File: config.mk
export PLATFORM = sky130hd
export DESIGN_NAME = parking_gate_ctrl_flat
export DESIGN_NICKNAME = d
export VERILOG_FILES = /design/src/rtl/parking_gate_ctrl_pkg.sv /design/src/rtl/parking_gate_ctrl_if.sv /design/src/rtl/parking_gate_timer.sv /design/src/rtl/parking_gate_ctrl.sv /design/src/flat_wrapper.sv
export SDC_FILE = /design/constraint.sdc
export NUM_CORES = 1
export LEC_CHECK = 0
export BUFFER_PORTS_ARGS = -buffer_cell sky130_fd_sc_hd__buf_2
export CORE_UTILIZATION = 44
export DETAILED_ROUTE_END_ITERATION = 10
export GPL_TIMING_DRIVEN = 0
export HOLD_SLACK_MARGIN = 0.1
export PLACE_DENSITY = 0.71
export REMOVE_ABC_BUFFERS = 1
export SLEW_MARGIN = 15
export SYNTH_ARGS = -nofsm -noshare
export SYNTH_HDL_FRONTEND = slang
export SYNTH_HIERARCHICAL = 1
export SYNTH_SLANG_ARGS = --single-unit
File: constraint.sdc
create_clock -name clk -period 1.35 [get_ports clk]
set_input_delay 0.0675 -clock clk [delete_from_list [all_inputs] [get_ports clk]]
set_output_delay 0.0675 -clock clk [all_outputs]
set_load 0.02 [all_outputs]
File: src/rtl/parking_gate_ctrl_pkg.sv
// Shared parking-lot definitions: default sizing, counter direction codes,
// controller state encoding and arbitration pointer.
package parking_gate_ctrl_pkg;

    localparam int unsigned DEF_WIDTH     = 3;
    localparam int unsigned DEF_CAP       = 7;
    localparam int unsigned DEF_GATE_TIME = 4;

    localparam logic DIR_UP   = 1'b1;
    localparam logic DIR_DOWN = 1'b0;

    typedef enum logic [1:0] {
        ST_IDLE     = 2'd0,
        ST_OPEN_IN  = 2'd1,
        ST_OPEN_OUT = 2'd2
    } gate_state_t;

    // Which side wins when entry and exit are both eligible in IDLE.
    typedef enum logic {
        PRI_EXIT  = 1'b0,
        PRI_ENTRY = 1'b1
    } pri_t;

    // Bits needed to hold GATE_TIME-1 (at least one bit).
    function automatic int unsigned timer_width(input int unsigned gate_time);
        return (gate_time <= 2) ? 1 : $clog2(gate_time);
    endfunction

endpackage

File: src/rtl/parking_gate_ctrl_if.sv
// Request/count/gate bundle between car-detect, counter and gate controller.
interface parking_gate_ctrl_if
    import parking_gate_ctrl_pkg::*;
#(
    parameter int unsigned WIDTH = DEF_WIDTH
);
    logic             entry_req;
    logic             exit_req;
    logic [WIDTH-1:0] count;
    logic             cnt_en;
    logic             updown;
    logic             gate_in;
    logic             gate_out;
    logic             full;
    logic             empty;
    logic             denied;
    logic             busy;

    // Environment side: car detect and occupancy counter.
    modport master (
        output entry_req, exit_req, count,
        input  cnt_en, updown, gate_in, gate_out, full, empty, denied, busy
    );

    // Gate controller side.
    modport slave (
        input  entry_req, exit_req, count,
        output cnt_en, updown, gate_in, gate_out, full, empty, denied, busy
    );
endinterface

File: src/rtl/parking_gate_timer.sv
// Loadable down-counter timing how long a gate stays open; shared by both
// gates since at most one is open at a time.
module parking_gate_timer #(
    parameter int unsigned TW = 2
) (
    input  logic          clk,
    input  logic          reset,
    input  logic          i_load,
    input  logic [TW-1:0] i_load_val,
    input  logic          i_en,
    output logic          o_done,
    output logic          o_last
);
    logic [TW-1:0] r_cnt;

    // Load on gate open, then count down to zero and hold there.
    always_ff @(posedge clk) begin
        if (reset) begin
            r_cnt <= '0;
        end else if (i_load) begin
            r_cnt <= i_load_val;
        end else if (i_en && (r_cnt != '0)) begin
            r_cnt <= r_cnt - 1'b1;
        end
    end

    assign o_done = (r_cnt == '0);
    assign o_last = (r_cnt == TW'(1));
endmodule

File: src/rtl/parking_gate_ctrl.sv
// Parking gate controller: arbitrates entry/exit requests, opens one gate
// for GATE_TIME cycles per admitted car and pulses the occupancy counter.
module parking_gate_ctrl
    import parking_gate_ctrl_pkg::*;
#(
    parameter int unsigned WIDTH     = DEF_WIDTH,
    parameter int unsigned CAP       = DEF_CAP,
    parameter int unsigned GATE_TIME = DEF_GATE_TIME
) (
    input  logic                clk,
    input  logic                reset,
    parking_gate_ctrl_if.slave  bus
);
    localparam int unsigned      TW            = timer_width(GATE_TIME);
    localparam logic [WIDTH-1:0] CAP_W         = WIDTH'(CAP);
    localparam logic [TW-1:0]    LOAD_W        = TW'(GATE_TIME - 1);
    localparam logic             FIRST_IS_LAST = (GATE_TIME == 1);

    gate_state_t r_state, w_state_next;
    pri_t        r_ptr, w_ptr_next;

    logic w_full, w_empty, w_entry_ok, w_exit_ok;
    logic w_load, w_tmr_done, w_tmr_last;
    logic w_cnt_en_next, w_denied_next, w_updown_next;
    logic r_cnt_en, r_updown, r_gate_in, r_gate_out, r_denied, r_busy;

    assign w_full  = (bus.count >= CAP_W);
    assign w_empty = (bus.count == '0);

    parking_gate_timer #(.TW(TW)) u_timer (
        .clk        (clk),
        .reset      (reset),
        .i_load     (w_load),
        .i_load_val (LOAD_W),
        .i_en       (r_state != ST_IDLE),
        .o_done     (w_tmr_done),
        .o_last     (w_tmr_last)
    );

    // State and arbitration pointer registers.
    always_ff @(posedge clk) begin
        if (reset) begin
            r_state <= ST_IDLE;
            r_ptr   <= PRI_EXIT;
        end else begin
            r_state <= w_state_next;
            r_ptr   <= w_ptr_next;
        end
    end

    // Next-state, arbitration and next values of the registered outputs.
    // cnt_en is decided one cycle early so the registered pulse lands in the
    // cycle where the timer reads zero.
    always_comb begin
        w_state_next  = r_state;
        w_ptr_next    = r_ptr;
        w_load        = 1'b0;
        w_cnt_en_next = 1'b0;
        w_denied_next = 1'b0;
        w_updown_next = r_updown;
        w_entry_ok    = bus.entry_req && !w_full;
        w_exit_ok     = bus.exit_req && !w_empty;
        unique case (r_state)
            ST_IDLE: begin
                w_denied_next = bus.entry_req && w_full && !w_exit_ok;
                if (w_entry_ok && w_exit_ok) begin
                    w_state_next = (r_ptr == PRI_EXIT) ? ST_OPEN_OUT : ST_OPEN_IN;
                    w_ptr_next   = (r_ptr == PRI_EXIT) ? PRI_ENTRY : PRI_EXIT;
                end else if (w_entry_ok) begin
                    w_state_next = ST_OPEN_IN;
                end else if (w_exit_ok) begin
                    w_state_next = ST_OPEN_OUT;
                end
                if (w_state_next != ST_IDLE) begin
                    w_load        = 1'b1;
                    w_cnt_en_next = FIRST_IS_LAST;
                    w_updown_next = (w_state_next == ST_OPEN_IN) ? DIR_UP : DIR_DOWN;
                end
            end
            ST_OPEN_IN, ST_OPEN_OUT: begin
                if (w_tmr_done) begin
                    w_state_next = ST_IDLE;
                end else begin
                    w_cnt_en_next = w_tmr_last;
                end
            end
            default: w_state_next = ST_IDLE;
        endcase
    end

    // Registered outputs.
    always_ff @(posedge clk) begin
        if (reset) begin
            r_cnt_en   <= 1'b0;
            r_updown   <= 1'b0;
            r_gate_in  <= 1'b0;
            r_gate_out <= 1'b0;
            r_denied   <= 1'b0;
            r_busy     <= 1'b0;
        end else begin
            r_cnt_en   <= w_cnt_en_next;
            r_updown   <= w_updown_next;
            r_gate_in  <= (w_state_next == ST_OPEN_IN);
            r_gate_out <= (w_state_next == ST_OPEN_OUT);
            r_denied   <= w_denied_next;
            r_busy     <= (w_state_next != ST_IDLE);
        end
    end

    assign bus.cnt_en   = r_cnt_en;
    assign bus.updown   = r_updown;
    assign bus.gate_in  = r_gate_in;
    assign bus.gate_out = r_gate_out;
    assign bus.denied   = r_denied;
    assign bus.busy     = r_busy;
    assign bus.full     = w_full;
    assign bus.empty    = w_empty;
endmodule
File: src/flat_wrapper.sv
// flat-port wrapper written by rule: the top's interface ports become plain ports
module parking_gate_ctrl_flat import parking_gate_ctrl_pkg::*;
#(
    parameter int unsigned WIDTH     = DEF_WIDTH,
    parameter int unsigned CAP       = DEF_CAP,
    parameter int unsigned GATE_TIME = DEF_GATE_TIME
)
  (clk, reset, bus_entry_req, bus_exit_req, bus_count, bus_cnt_en, bus_updown, bus_gate_in, bus_gate_out, bus_full, bus_empty, bus_denied, bus_busy);
  parking_gate_ctrl_if #(.WIDTH(WIDTH)) bus_i ();
  input  logic clk;
  input  logic reset;
  input wire logic [$bits(bus_i.entry_req)-1:0] bus_entry_req;
  input wire logic [$bits(bus_i.exit_req)-1:0] bus_exit_req;
  input wire logic [$bits(bus_i.count)-1:0] bus_count;
  output wire logic [$bits(bus_i.cnt_en)-1:0] bus_cnt_en;
  output wire logic [$bits(bus_i.updown)-1:0] bus_updown;
  output wire logic [$bits(bus_i.gate_in)-1:0] bus_gate_in;
  output wire logic [$bits(bus_i.gate_out)-1:0] bus_gate_out;
  output wire logic [$bits(bus_i.full)-1:0] bus_full;
  output wire logic [$bits(bus_i.empty)-1:0] bus_empty;
  output wire logic [$bits(bus_i.denied)-1:0] bus_denied;
  output wire logic [$bits(bus_i.busy)-1:0] bus_busy;
  assign bus_i.entry_req = bus_entry_req;
  assign bus_i.exit_req = bus_exit_req;
  assign bus_i.count = bus_count;
  assign bus_cnt_en = bus_i.cnt_en;
  assign bus_updown = bus_i.updown;
  assign bus_gate_in = bus_i.gate_in;
  assign bus_gate_out = bus_i.gate_out;
  assign bus_full = bus_i.full;
  assign bus_empty = bus_i.empty;
  assign bus_denied = bus_i.denied;
  assign bus_busy = bus_i.busy;
  parking_gate_ctrl #(.WIDTH(WIDTH), .CAP(CAP), .GATE_TIME(GATE_TIME)) u_core (.clk(clk), .reset(reset), .bus(bus_i));
endmodule
### Word-level counts from Yosys, hierarchy flattened

Index checks and enable logic that the tools add are counted.

* add/subtract/negate cells: 1
* mux-type cells: 13
* reduce and logical (&&, ||, !) cells: 22
* eq/ne operators: 6
* bitwise logic cells: 2
* $lt $le $gt $ge: 1

Operator list (count)
* $mux W2: 8
* $reduce_bool A2 Y1: 5
* $eq A2 B1 Y1 const B: 4
* $logic_and A1 B1 Y1: 6
* $eq A2 B2 Y1 const B: 2
* $logic_not A2 Y1: 2
* $mux W1: 4
* $pmux W2 S2: 1
* $reduce_and A2 Y1: 2
* $reduce_or A2 Y1: 2
* $ge A3 B3 Y1 const B: 1
* $logic_not A1 Y1: 3
* $logic_not A3 Y1: 1
* $reduce_or A3 Y1: 1
* $not A1 Y1: 2
* $sub A2 B1 Y2 const B: 1

* register bits: 11

### Longest topological paths before layout

* depth in word-level cells: 11
* mapped depth: 8
* mapped depth without buffers: 8

### Modules after synthesis

The synthesis kept the hierarchy.

Modules (own cells, without submodules)
* parking_gate_ctrl: times used 1, seq. area each 180.2 µm², area each 454.2 µm², cells each 49
* parking_gate_timer: times used 1, seq. area each 40.0 µm², area each 138.9 µm², cells each 15

### Worst setup path before layout

Ideal clock, no wire load.

* kind: reg-to-reg
* start point: register u_core.r_state[0]
* end point: register u_core.r_gate_out, in the netlist u_core/bus.gate_out
* setup slack: -0.085 ns
* stages on the path, launching flop included: 7
* arrival time: 1.377 ns
* path buffers: 0
* path through: dfxtp_1 inv_1 ha_1 nor2b_1 o21bai_2 a22oi_2 o211a_1

* longest elaborated chain between the ends: 6
* elaborated cells on any way between the ends: 11

RTL lines
* start, declared: line parking_gate_ctrl.sv:19 `gate_state_t r_state, w_state_next;`
* start signal, assigned: line parking_gate_ctrl.sv:46 `r_state <= w_state_next;`
* $mux W2: line parking_gate_ctrl.sv:71 `end else if (w_exit_ok) begin`
* $mux W2: line parking_gate_ctrl.sv:69 `end else if (w_entry_ok) begin`
* $mux W2: line parking_gate_ctrl.sv:66 `if (w_entry_ok && w_exit_ok) begin`
* $mux W2: line parking_gate_ctrl.sv:63 `unique case (r_state)`
* $pmux W2 S2 *: line parking_gate_ctrl.sv:63
* $eq A2 B2 Y1 *: line parking_gate_ctrl.sv:104 `r_gate_out <= (w_state_next == ST_OPEN_OUT);`
* end signal, assigned: line parking_gate_ctrl.sv:104
* end, declared: line parking_gate_ctrl.sv:25 `logic r_cnt_en, r_updown, r_gate_in, r_gate_out, r_denied, r_busy;`

Every way passes the cells marked *; elsewhere a longest branch is shown, timed or not. The select of a mux whose other input is x is not followed.
A chain may end at the register's enable or synchronous reset.

### Worst setup path after layout

* start point: register u_core.r_ptr
* end point: register u_core.u_timer.r_cnt[1]

* longest elaborated chain between the ends: 7
* elaborated cells on any way between the ends: 8

RTL lines
* start, declared: line parking_gate_ctrl.sv:20 `pri_t r_ptr, w_ptr_next;`
* start signal, assigned: line parking_gate_ctrl.sv:47 `r_ptr <= w_ptr_next;`
* $mux W2 *: line parking_gate_ctrl.sv:67 `w_state_next = (r_ptr == PRI_EXIT) ? ST_OPEN_OUT : ST_OPEN_IN;`
* $mux W2 *: line parking_gate_ctrl.sv:66
* $mux W2 *: line parking_gate_ctrl.sv:63
* $reduce_bool A2 Y1 *: line parking_gate_ctrl.sv:74 `if (w_state_next != ST_IDLE) begin`
* $mux W1 *: line parking_gate_ctrl.sv:74
* $mux W1 *: line parking_gate_ctrl.sv:63
* via u_core.w_load: line parking_gate_ctrl.sv:23 `logic w_load, w_tmr_done, w_tmr_last;`
* $mux W2 / $reduce_bool A2 Y1 (equally long branches)
* end signal, assigned: line parking_gate_timer.sv:21 `r_cnt <= i_load_val;`
* end signal, assigned: line parking_gate_timer.sv:23 `r_cnt <= r_cnt - 1'b1;`
* end, declared: line parking_gate_timer.sv:14 `logic [TW-1:0] r_cnt;`

Mark *: on every way through the listed nets, which the timed path passes. The rest lies on a longest branch. The select of a mux whose other input is x is not followed.

==> PnR_summary.wiki <==
{| class="wikitable"
! Metric !! Value
|-
| Max Cap Viol || 0
|-
| Worst hold path endpoint || u_core/bus.denied
|-
| Worst supply voltage drop on vdd || 0.000773 V
|-
| Data arrival, critical path || 1510 ps
|-
| Prevailing post-synth register cell || sky130_fd_sc_hd__dfxtp_1
|-
| Clock network latency to the later pin of the worst-skew pair || 270 ps
|-
| Wire length reported by the detailed router || 1.31 mm
|-
| Placed Instance Area || 684 um^2
|-
| Clock sink count || 11
|-
| Post-synth EDFFs || 0
|-
| Maximum clock path buffer count || 2
|-
| Initial antenna violation count || 0
|-
| Vias in the first global route || 530
|-
| Path type of the worst setup path || flop to flop
|-
| Global routing met2 resource utilization || 0.404
|-
| Clock network fraction of design power || 0.223
|-
| Area occupied by multi-input gates || 395 um^2
|-
| Proportion of layout cells with a drive suffix above 1 || 0.527
|-
| DRC || 0
|-
| Area occupied by registers || 229 um^2
|-
| Buffers added on ports || 14
|-
| Number of violations reported at the end of detailed-routing iteration 0 || 4
|-
| Reported net switching power || 0.000325 W
|-
| Summed area of non-filler cells in the final layout || 857 um^2
|-
| Mean area per synthesized cell || 9.27 um^2
|-
| Sequential area share after synthesis || 0.371
|-
| Final period utilization || 1.00
|-
| Global placer's final weighted congestion || 0.800
|-
| DRT antenna net count || 0
|-
| Count of different cell masters after synthesis || 34
|-
| Instance count along the most critical hold path || 3
|-
| Number of cells on the worst reg-to-reg path || 8
|-
| Met3 Resource Use GR || 0.0867
|-
| Most congested layer reported by global routing || met2
|-
| Result of the run || finished, violations left
|-
| Count of warnings emitted by yosys || 6
|-
| Unrepaired setup endpoints after global routing || true
|-
| Netlist area before placement || 593 um^2
|-
| Worst reg2reg setup slack || -6 ps
|-
| Drt wl/cell || 12.3 um
|-
| Total global routing overflow || 0
|-
| Total clock buffers created by CTS || 3
|-
| Post-Syn Instances || 64
|-
| Diode count || 0
|-
| Ratio of routed vias to standard cells || 5.13
|-
| Global Route met1 Usage || 0.209
|-
| Highest fanout seen on the critical path || 3
|-
| Required time reported for the critical path endpoint || 1500 ps
|-
| GRT Resource Usage Total || 0.213
|-
| Overall die height || 38.7 um
|-
| Max Clk Rate || 738 MHz
|-
| Die Footprint || 1500 um^2
|-
| Std-Cell Core Area || 1170 um^2
|-
| Startpoint type of the worst setup path || flop
|-
| Min-Delay Startpoint || bus_count[1]
|-
| Synth Register Bits || 11
|-
| Proportion of power drawn by flip-flops and latches || 0.384
|-
| Violations in the final reports || negative setup slack
|-
| Switching portion of total power || 0.328
|-
| Initial standard-cell utilization of the core || 0.506
|-
| Number of levels the H-tree was split into || 1
|-
| Largest net degree at the start of global routing || 9
|-
| Period minus WS final || 1360 ps
|-
| Die X || 38.7 um
|-
| Reg-to-reg startpoint || u_core/r_ptr
|-
| Min Hold Slack || 143 ps
|-
| Internal power consumption || 0.000666 W
|-
| Worst min-delay path category || primary input to flop
|-
| Clock slew at the register clock pins of the worst setup and hold paths || 70 ps
|-
| Total via count in the routed design || 549
|-
| Drt pass-1 iters || 3
|-
| Estimated wirelength of the detail-placed design || 786 um
|-
| Endpoints failing setup || 2
|-
| Max-slew violation count || 0
|-
| Slack of the critical path || -5.61 ps
|-
| Wire length of the first global-routing pass || 2.10 mm
|-
| Area Growth Syn to Fin || 44.5%
|-
| Number of top-level design ports || 15
|-
| Most used cells in the layout excluding fill and tap cells || sky130_fd_sc_hd__buf_2 (14), sky130_fd_sc_hd__dfxtp_1 (8), sky130_fd_sc_hd__buf_4 (8)
|-
| Most common cell after layout, fill and taps aside || sky130_fd_sc_hd__buf_2
|-
| Synth async-reset ratio || 0
|-
| Core Rows || 12
|-
| Worst Skew || 7.12 ps
|-
| Power density over the cells || 1160 nW/um^2
|-
| Final Hold Violating Endpoints || 0
|-
| Sort of element at the end of the critical path || flop
|-
| Fill cell total of the finished layout || 90
|-
| FF-to-FF End || u_core/u_timer/r_cnt[1]
|-
| Post-layout net count || 105
|-
| CTS root buffer || sky130_fd_sc_hd__clkbuf_4
|-
| Comb pwr share || 0.392
|-
| TritonCTS clock tree || yes
|-
| Pleak || 0.402 nW
|}
-- how the worst max path moves through the flow --
stage | start | endpoint | slack (ps) | cells past startpoint
floorplan | u_core/r_state[0] | u_core/bus.gate_out | -90 | 6
global placement | u_core/r_state[1] | u_core/bus.gate_in | -200 | 6
detailed placement | u_core/r_state[0] | u_core/bus.gate_in | -220 | 6
CTS | u_core/r_ptr | u_core/u_timer/r_cnt[1] | -30 | 8
global route | u_core/r_ptr | u_core/u_timer/r_cnt[1] | -80 | 8
finish | u_core/r_ptr | u_core/u_timer/r_cnt[1] | -6 | 8
-- layout make-up --
| class | instances | area share |
|---|---|---|
| Multi-Input combinational cell | 45 | 0.461 |
| Sequential cell | 11 | 0.267 |
| Timing Repair Buffer | 24 | 0.175 |
| Inverter | 9 | 0.0453 |
| Clock buffer | 4 | 0.0307 |
| Tap cell | 14 | 0.0204 |
-- kinds of logic after synthesis --
group           share of synthesized area
fa+ha+maj                          0.0844
other cells                       0.00632
compound gates                      0.236
xor+xnor                           0.0295
simple gates                        0.215
flops                               0.371
buf+inv                            0.0570
-- power by group through the flow --
| stage | Combinational (W) | Sequential [W] | Clock (W) |
|---|---|---|---|
| detailed placement | 0.000264 | 0.000390 | 0 |
| global placement | 0.000260 | 0.000389 | 0 |
| floorplan | 0.000187 | 0.000406 | 0 |
| global route | 0.000424 | 0.000384 | 0.000244 |
| CTS | 0.000357 | 0.000377 | 0.000234 |
| finish | 0.000389 | 0.000381 | 0.000221 |
-- state kept, by name, summed over array words and instances (netlist names) --
register,count
u_core/bus.busy,1
u_core/bus.cnt_en,1
u_core/bus.denied,1
u_core/bus.gate_in,1
u_core/bus.gate_out,1
u_core/bus.updown,1
u_core/r_ptr,1
u_core/r_state,2
u_core/u_timer/r_cnt,2
-- per-stage QoR --
| stage | utilization | TNS (ps) | std cells | power, W | setup WS (ps) |
|---|---|---|---|---|---|
| 6_report | 0.732 | -9.63 | 107 | 0.000992 | -5.61 |
| 5_1_grt | 0.732 | -207 | 107 | 0.00105 | -76.5 |
| 4_1_cts | 0.706 | -25.3 | 106 | 0.000968 | -25.3 |
| 3_5_place_dp | 0.584 | -1130 | 93 | 0.000654 | -224 |
| 3_3_place_gp | 0.584 | -968 | 93 | 0.000650 | -198 |
| 2_1_floorplan | - | -261 | 65 | 0.000593 | -85.3 |
-- cells in the mapped netlist, drive strengths merged, types with 3 or more instances --
cell type	count	share of area
nor2	6	0.042
ha	4	0.084
dfxtp	11	0.37
inv	9	0.057
o21a	3	0.042
-- worst max-delay path: stages (launching register included) --
cell	delay (ps)
sky130_fd_sc_hd__dfxtp_2	320
sky130_fd_sc_hd__inv_2	70
sky130_fd_sc_hd__a31oi_2	80
sky130_fd_sc_hd__o21a_2	230
sky130_fd_sc_hd__o41ai_4	240
sky130_fd_sc_hd__inv_2	70
sky130_fd_sc_hd__buf_4	130
sky130_fd_sc_hd__nand2_1	40
sky130_fd_sc_hd__a21oi_1	50
-- routing by layer --
| metal | share of wire | routed length (um) |
|---|---|---|
| met4 | 0 | 0 |
| met3 | 0.056 | 74 |
| met5 | 0 | 0 |
| met2 | 0.52 | 679 |
| met1 | 0.42 | 557 |
-- repair_timing --
action,4_1_cts,5_1_grt
setup endpoints to repair,8,5
pin swaps,5,3
gates resized for setup,15,6
hold endpoints to repair,5,0
hold buffers,2,0
cloned,0,0
buffers inserted,7,1
Power figures use the tool's default switching activity.
